$ cat src/rtl/mem_arbiter_if.sv
// Request/response bundle shared by the two requester ports and the memory port.
// master/slave carry the abort flag; mem_master/mem_slave are the memory-side view without it.
interface mem_arbiter_if #(
   parameter int WIDTH      = 8,
   parameter int ADDR_WIDTH = 5
);
   logic                  valid;
   logic                  wr_rd;
   logic [ADDR_WIDTH-1:0] addr;
   logic [WIDTH-1:0]      wdata;
   logic [WIDTH-1:0]      rdata;
   logic                  ready;
   logic                  err;

   modport master (
      output valid, wr_rd, addr, wdata,
      input  rdata, ready, err
   );

   modport slave (
      input  valid, wr_rd, addr, wdata,
      output rdata, ready, err
   );

   modport mem_master (
      output valid, wr_rd, addr, wdata,
      input  rdata, ready
   );

   modport mem_slave (
      input  valid, wr_rd, addr, wdata,
      output rdata, ready
   );
endinterface

$ cat src/rtl/mem_arbiter.sv
// Round-robin arbiter sharing one valid/ready memory port between two requesters,
// with a per-transaction watchdog that aborts accesses the memory never acknowledges.
module mem_arbiter #(
   parameter int WIDTH      = 8,
   parameter int DEPTH      = 32,
   parameter int ADDR_WIDTH = $clog2(DEPTH),
   parameter int TIMEOUT    = 16
) (
   input  logic               clk,
   input  logic               rst,
   mem_arbiter_if.slave       req0,
   mem_arbiter_if.slave       req1,
   mem_arbiter_if.mem_master  mem,
   output logic               busy,
   output logic               grant
);
   localparam int            CW   = $clog2(TIMEOUT);
   localparam logic [CW-1:0] TERM = CW'(TIMEOUT - 1);

   typedef enum logic {S_IDLE = 1'b0, S_BUSY = 1'b1} state_t;

   state_t                r_state;
   state_t                w_next_state;
   logic                  r_grant;
   logic                  r_wr_rd;
   logic [ADDR_WIDTH-1:0] r_addr;
   logic [WIDTH-1:0]      r_wdata;
   logic [CW-1:0]         r_wdog;

   logic                  w_busy;
   logic                  w_any;
   logic                  w_win;
   logic                  w_timeout;
   logic                  w_done;
   logic                  w_sel_wr_rd;
   logic [ADDR_WIDTH-1:0] w_sel_addr;
   logic [WIDTH-1:0]      w_sel_wdata;

   // On a tie the requester that was not served last wins.
   always_comb begin
      w_any       = req0.valid | req1.valid;
      w_win       = (req0.valid & req1.valid) ? ~r_grant : req1.valid;
      w_sel_wr_rd = w_win ? req1.wr_rd : req0.wr_rd;
      w_sel_addr  = w_win ? req1.addr  : req0.addr;
      w_sel_wdata = w_win ? req1.wdata : req0.wdata;
   end

   assign w_busy    = (r_state == S_BUSY);
   assign w_timeout = w_busy & (r_wdog == TERM) & ~mem.ready;
   assign w_done    = w_busy & (mem.ready | w_timeout);

   always_comb begin
      w_next_state = r_state;
      case (r_state)
         S_IDLE:  if (w_any)  w_next_state = S_BUSY;
         S_BUSY:  if (w_done) w_next_state = S_IDLE;
         default: w_next_state = S_IDLE;
      endcase
   end

   always_ff @(posedge clk) begin
      if (rst) r_state <= S_IDLE;
      else     r_state <= w_next_state;
   end

   always_ff @(posedge clk) begin
      if (rst) begin
         r_grant <= 1'b1;
         r_wr_rd <= 1'b0;
         r_addr  <= '0;
         r_wdata <= '0;
         r_wdog  <= '0;
      end else if (r_state == S_IDLE) begin
         if (w_any) begin
            r_grant <= w_win;
            r_wr_rd <= w_sel_wr_rd;
            r_addr  <= w_sel_addr;
            r_wdata <= w_sel_wdata;
            r_wdog  <= '0;
         end
      end else begin
         r_wdog <= r_wdog + 1'b1;
      end
   end

   assign mem.valid = w_busy;
   assign mem.wr_rd = r_wr_rd;
   assign mem.addr  = r_addr;
   assign mem.wdata = r_wdata;

   // A memory acknowledge coinciding with the terminal count is a normal completion.
   assign req0.ready = w_done & ~r_grant;
   assign req1.ready = w_done &  r_grant;
   assign req0.err   = w_timeout & ~r_grant;
   assign req1.err   = w_timeout &  r_grant;
   assign req0.rdata = (w_busy & ~r_grant) ? mem.rdata : '0;
   assign req1.rdata = (w_busy &  r_grant) ? mem.rdata : '0;

   assign busy  = w_busy;
   assign grant = r_grant;
endmodule
$ cat src/flat_wrapper.sv
// flat-port wrapper written by rule: the top's interface ports become plain ports
module mem_arbiter_flat 
#(
   parameter int WIDTH      = 8,
   parameter int DEPTH      = 32,
   parameter int ADDR_WIDTH = $clog2(DEPTH),
   parameter int TIMEOUT    = 16
)
  (clk, rst, busy, grant, req0_valid, req0_wr_rd, req0_addr, req0_wdata, req0_rdata, req0_ready, req0_err, req1_valid, req1_wr_rd, req1_addr, req1_wdata, req1_rdata, req1_ready, req1_err, mem_valid, mem_wr_rd, mem_addr, mem_wdata, mem_rdata, mem_ready);
  mem_arbiter_if #(.WIDTH(WIDTH), .ADDR_WIDTH(ADDR_WIDTH)) req0_i ();
  mem_arbiter_if #(.WIDTH(WIDTH), .ADDR_WIDTH(ADDR_WIDTH)) req1_i ();
  mem_arbiter_if #(.WIDTH(WIDTH), .ADDR_WIDTH(ADDR_WIDTH)) mem_i ();
  input  logic clk;
  input  logic rst;
  output logic busy;
  output logic grant;
  input wire logic [$bits(req0_i.valid)-1:0] req0_valid;
  input wire logic [$bits(req0_i.wr_rd)-1:0] req0_wr_rd;
  input wire logic [$bits(req0_i.addr)-1:0] req0_addr;
  input wire logic [$bits(req0_i.wdata)-1:0] req0_wdata;
  output wire logic [$bits(req0_i.rdata)-1:0] req0_rdata;
  output wire logic [$bits(req0_i.ready)-1:0] req0_ready;
  output wire logic [$bits(req0_i.err)-1:0] req0_err;
  input wire logic [$bits(req1_i.valid)-1:0] req1_valid;
  input wire logic [$bits(req1_i.wr_rd)-1:0] req1_wr_rd;
  input wire logic [$bits(req1_i.addr)-1:0] req1_addr;
  input wire logic [$bits(req1_i.wdata)-1:0] req1_wdata;
  output wire logic [$bits(req1_i.rdata)-1:0] req1_rdata;
  output wire logic [$bits(req1_i.ready)-1:0] req1_ready;
  output wire logic [$bits(req1_i.err)-1:0] req1_err;
  output wire logic [$bits(mem_i.valid)-1:0] mem_valid;
  output wire logic [$bits(mem_i.wr_rd)-1:0] mem_wr_rd;
  output wire logic [$bits(mem_i.addr)-1:0] mem_addr;
  output wire logic [$bits(mem_i.wdata)-1:0] mem_wdata;
  input wire logic [$bits(mem_i.rdata)-1:0] mem_rdata;
  input wire logic [$bits(mem_i.ready)-1:0] mem_ready;
  assign req0_i.valid = req0_valid;
  assign req0_i.wr_rd = req0_wr_rd;
  assign req0_i.addr = req0_addr;
  assign req0_i.wdata = req0_wdata;
  assign req0_rdata = req0_i.rdata;
  assign req0_ready = req0_i.ready;
  assign req0_err = req0_i.err;
  assign req1_i.valid = req1_valid;
  assign req1_i.wr_rd = req1_wr_rd;
  assign req1_i.addr = req1_addr;
  assign req1_i.wdata = req1_wdata;
  assign req1_rdata = req1_i.rdata;
  assign req1_ready = req1_i.ready;
  assign req1_err = req1_i.err;
  assign mem_valid = mem_i.valid;
  assign mem_wr_rd = mem_i.wr_rd;
  assign mem_addr = mem_i.addr;
  assign mem_wdata = mem_i.wdata;
  assign mem_i.rdata = mem_rdata;
  assign mem_i.ready = mem_ready;
  mem_arbiter #(.WIDTH(WIDTH), .DEPTH(DEPTH), .ADDR_WIDTH(ADDR_WIDTH), .TIMEOUT(TIMEOUT)) u_core (.clk(clk), .rst(rst), .req0(req0_i), .req1(req1_i), .mem(mem_i), .busy(busy), .grant(grant));
endmodule
$ cat config.mk
export PLATFORM = sky130hd
export DESIGN_NAME = mem_arbiter_flat
export DESIGN_NICKNAME = d
export VERILOG_FILES = /design/src/rtl/mem_arbiter_if.sv /design/src/rtl/mem_arbiter.sv /design/src/flat_wrapper.sv
export SDC_FILE = /design/constraint.sdc
export NUM_CORES = 1
export LEC_CHECK = 0
export CAP_MARGIN = 15
export CORE_UTILIZATION = 34
export DETAILED_ROUTE_END_ITERATION = 8
export PLACE_DENSITY = 0.91
export SYNTH_ARGS = -nofsm -noshare
export SYNTH_HDL_FRONTEND = slang
export SYNTH_SLANG_ARGS = --single-unit
$ cat constraint.sdc
create_clock -name clk -period 1.38 [get_ports clk]
set_input_delay 0.276 -clock clk [delete_from_list [all_inputs] [get_ports clk]]
set_output_delay 0.276 -clock clk [all_outputs]
set_load 0.02 [all_outputs]
==> results.md, run 1 <==
- Between clock sinks in the finished design, the worst skew comes to 0.0122 ns.
- The top-area cell type share of the netlist area is 36.7%.
- The critical-path cell with the highest stage delay is dfxtp_2.
- The initial antenna violation count was 0.
- Across all layers, the routed design uses 1413 vias.
- The initial core utilization is 35.7%.
- The width of the die is 58.6 µm.
- The height of the die is 58.6 µm.
- The largest buffer count on any clock path is 2.
- Entering global routing, the biggest net connects 21 pins.
- The number of placed instances with taps included is 266.
- The global-route wire length before repair is 6360 µm.
- For this run, the slowest stage of the critical path takes 0.38 ns.
- The area enclosed by the die boundary is 3440 µm².
- The first detailed-routing pass ran for 4 iterations.
- The worst setup path is captured at an output port.
- The congestion estimate from routability-driven global placement came to 0.752.
- CTS built an H-tree with a depth of 1.
- Setup repair after global routing could not meet its margin everywhere.
- The final standard cell count with taps included and fillers excluded is 276.
- After layout, the minimum clock period comes to 1.67 ns.
- The compound-gate portion of the synthesized area is 19.3%.
- In this run, distinct cell masters in the synthesized netlist total 29.
- The placement row count is 20.
- The number of instances in the synthesized netlist is 133.
- The most crowded layer after global routing is met2.
- The post-synthesis to final-layout area growth is 110%.
- The synthesized design contains 0 enable-type register cells.
- Dividing the detail-routed via count by the number of cells gives 5.12.
- The flop and latch count out of synthesis is 20.
- In this run the cell area of the synthesized design comes to 1090 µm².
- The checks that failed: negative setup slack.
- For this run, design rule violations remaining after detail routing come to 0.
- The type of origin of the critical path is a flip-flop.
- In the synthesized netlist, mux cells make up 0% of the area.
- The floorplan step defined a core boundary enclosing 3050 µm².
- Counting flops with an async set or reset pin after synthesis yields a share of 0%.
- In this run the static leakage power is 1.03 nW.
- In this run the remaining antenna-violating nets after routing total 0.
- The starting DRC count in detailed routing is 80.
- The flow ran to the end, but the final reports show violations.
- The final hold violation count is 0.
- The synthesized netlist net count is 175.
- Global routing consumed, over all layers together, 24.1% of the routing resources.
- The synthesized netlist devotes 35.0% of its cell area to simple gates.
- For the pin with the worst max-slew slack, the measured transition is 0.385 ns.
- The least setup slack across all paths after layout is -0.289 ns.
- The clock buffer count from CTS is 3.
- In this run the critical register-to-register path is launched from u_core.busy$_SDFF_PP0_.
- Ranked by total cell area, the synthesized netlist is headed by dfxtp_1 (37%), nand2_1 (10%), a311oi_1 (9.6%).
- The detailed placer's ending HPWL is 2870 µm.
- The critical hold path startpoint is u_core.mem.wr_rd$_SDFFE_PP0P_.
- The critical path starts at u_core.r_wdog[0]$_SDFFE_PP0P_.
- The path class of the lowest-slack min-delay path is flip-flop to flip-flop.
- The completed layout was analyzed and its total power is 0.00172 W.
- The power density over the cells is 751 nW/µm².
- After clock tree synthesis, the flow added hold-fix buffers numbering 0.
- The via count of the first global-routing pass came to 1355.
- After detailed routing, the average wire length per cell comes to 16.8 µm.
- During synthesis, Yosys emitted a total of 0 warnings.
- The data arrival time at the worst-slack endpoint is 1.39 ns.
- The worst setup timing slack at the placement stage is -0.680 ns.
- For this run the aggregate overflow at the end of global routing stands at 0.
- The share of post-route cells with drive strength above 1 is 37.1%.
- After synthesis, the largest family of logic cells by area is simple AND/OR/NAND/NOR gates.
- Setup violations remaining at the end of the flow were counted as 23.
- The tree is rooted in a clkbuf_4.
- The mean area per synthesized cell is 8.20 µm².
- Walking the worst path, the cells encountered are ha_4 > nand2_2 > nor4b_4 > buf_4.
- The number of top-level pins is 78.
- For met1 alone, demand over resource in global routing was 28.2%.
- Clock-pin slew was measured on the worst setup and hold paths at 0.13 ns.
- The adder-cell area share of the yosys netlist is 1.15%.
- The max-slew violation count is 0.
- The clock drives 20 sinks.
- VDD sags by at most 0.000417 V.
- The number of max-cap violations is 0.
- The global routing usage on met2 is 44.5%.
- The required arrival time at the worst endpoint is 1.10 ns.
- For this run, global-route usage on met3 was measured as 2.64%.
- The most area-hungry cell type in the Yosys netlist is dfxtp_1.
- The critical path class is flip-flop to output port.
- For this run, the post-layout net count is 275.
- TritonCTS built the clock tree.
- Based on the critical path, the design can be clocked at up to 599 MHz.
- The xor/xnor cell area share of the yosys netlist is 0.803%.
- For this block, the routed nets add up to 4640 µm of wire.
- Measured against its own limit, the worst slew margin works out to 74.0%.
- The port buffer count is 77.
- The number of antenna repair diodes is 0.
- In this run the worst path has a maximum fanout of 3.
- In the synthesized netlist the dominant register cell turns out to be dfxtp_1.
- The final worst-path cycle share is 121%.
- Counting the fill cells in the layout gives 205.
- The clock latency at the later pin of the worst-skew pair is 0.30 ns.
- Sequential cells were found to cover 36.7% of the synthesized design area.
[final timing paths]
path	depth (start not counted)	to	slack [ns]
worst min register to register	2	u_core.mem.wr_rd$_SDFFE_PP0P_	0.50
worst max register to register	5	u_core.mem.wdata[6]$_SDFFE_PP0P_	-0.03
worst min-delay path	2	u_core.mem.wr_rd$_SDFFE_PP0P_	0.50
worst max-delay path	4	req1_err	-0.29
[cell families (layout without fill, tap and decap cells)]
family,Yosys count,in the layout
AO/OA/AOI/OAI,22,22
XOR/XNOR,1,1
adder cells (fa/ha/maj),1,1
buffers and inverters,11,110
flip-flops,20,20
AND/OR/NAND/NOR,78,78
[metrics by stage]
stage,instance area (µm²),setup TNS (ns),util [%],hold slack [ns]
floorplan,1130,-1.06,-,0.435
global placement,2080,-12.11,68.1,0.484
detailed placement,2080,-13.19,68.1,0.489
CTS,2180,-2.81,71.5,0.503
global route,2290,-4.70,75.0,0.540
finish,2290,-3.43,75.0,0.500
[repair_timing]
action                     4_1_cts  5_1_grt
setup buffers                    2        2
gates cloned                     0        2
pin swaps                        3       11
gates resized for setup        159       16
setup endpoints to repair       39       38
[power by group]
part           internal (W)  switching, W
clock              0.000161      0.000187
sequential         0.000626     0.0000350
combinational      0.000385      0.000326
[flip-flops by register name, summed over array words and instances (netlist names)]
| name | cells |
|---|---|
| u_core.r_wdog | 4 |
| u_core.mem.wdata | 8 |
| u_core.grant | 1 |
| u_core.mem.wr_rd | 1 |
| u_core.mem.addr | 5 |
| u_core.busy | 1 |
[metal layers]
metal  wire, µm  vias to the layer above
met5          0                        -
met4        137                        0
met3        172                       12
met2       2440                       48
li1           -                      663
met1       1890                      690
[area by class of cell]
cell class / instances / area, µm² / area share (%)
Timing Repair Buffer: 106 / 1060 / 46.1
Multi-Input combinational cell: 102 / 726 / 31.7
Sequential cell: 20 / 415 / 18.2
Tap cell: 44 / 55.1 / 2.41
Clock buffer: 4 / 36.3 / 1.59
[critical path, delay by kind of cell, from the launching register on]
kind / cells / cell delay (ns)
flops: 1 / 0.38
simple gates: 2 / 0.35
buf+inv: 1 / 0.19
fa+ha+maj: 1 / 0.17
[cells in the mapped netlist (all sizes together), types with 2 or more instances]
cell and n:
and2 9, buf 7, nand2 30, nand3b 2
or2 2, nor2b 2, nor3 3, dfxtp 20
nor4b 2, and3 8, a21oi 3, nor2 15
a311oi 14, clkbuf 4
[cells in the final DEF, fill, tap and decap left out, drive strengths merged, types with 3 or more instances in the layout]
master,synthesis,layout
a21oi,3,3
a311oi,14,14
and2,9,9
and3,8,8
buf,7,50
clkbuf,4,6
clkdlybuf4s50,0,37
dfxtp,20,20
dlygate4sd2,0,14
dlymetal6s2s,0,3
nand2,30,30
nor2,15,15
nor3,3,3
(Power assumes the default switching activity.)
==> run 2: changes to the inputs <==
SLEW_MARGIN = 20   (was unset)
==> results of run 2 <==
Same layout as run 1: the final DEF is identical, and so are final timing and power.
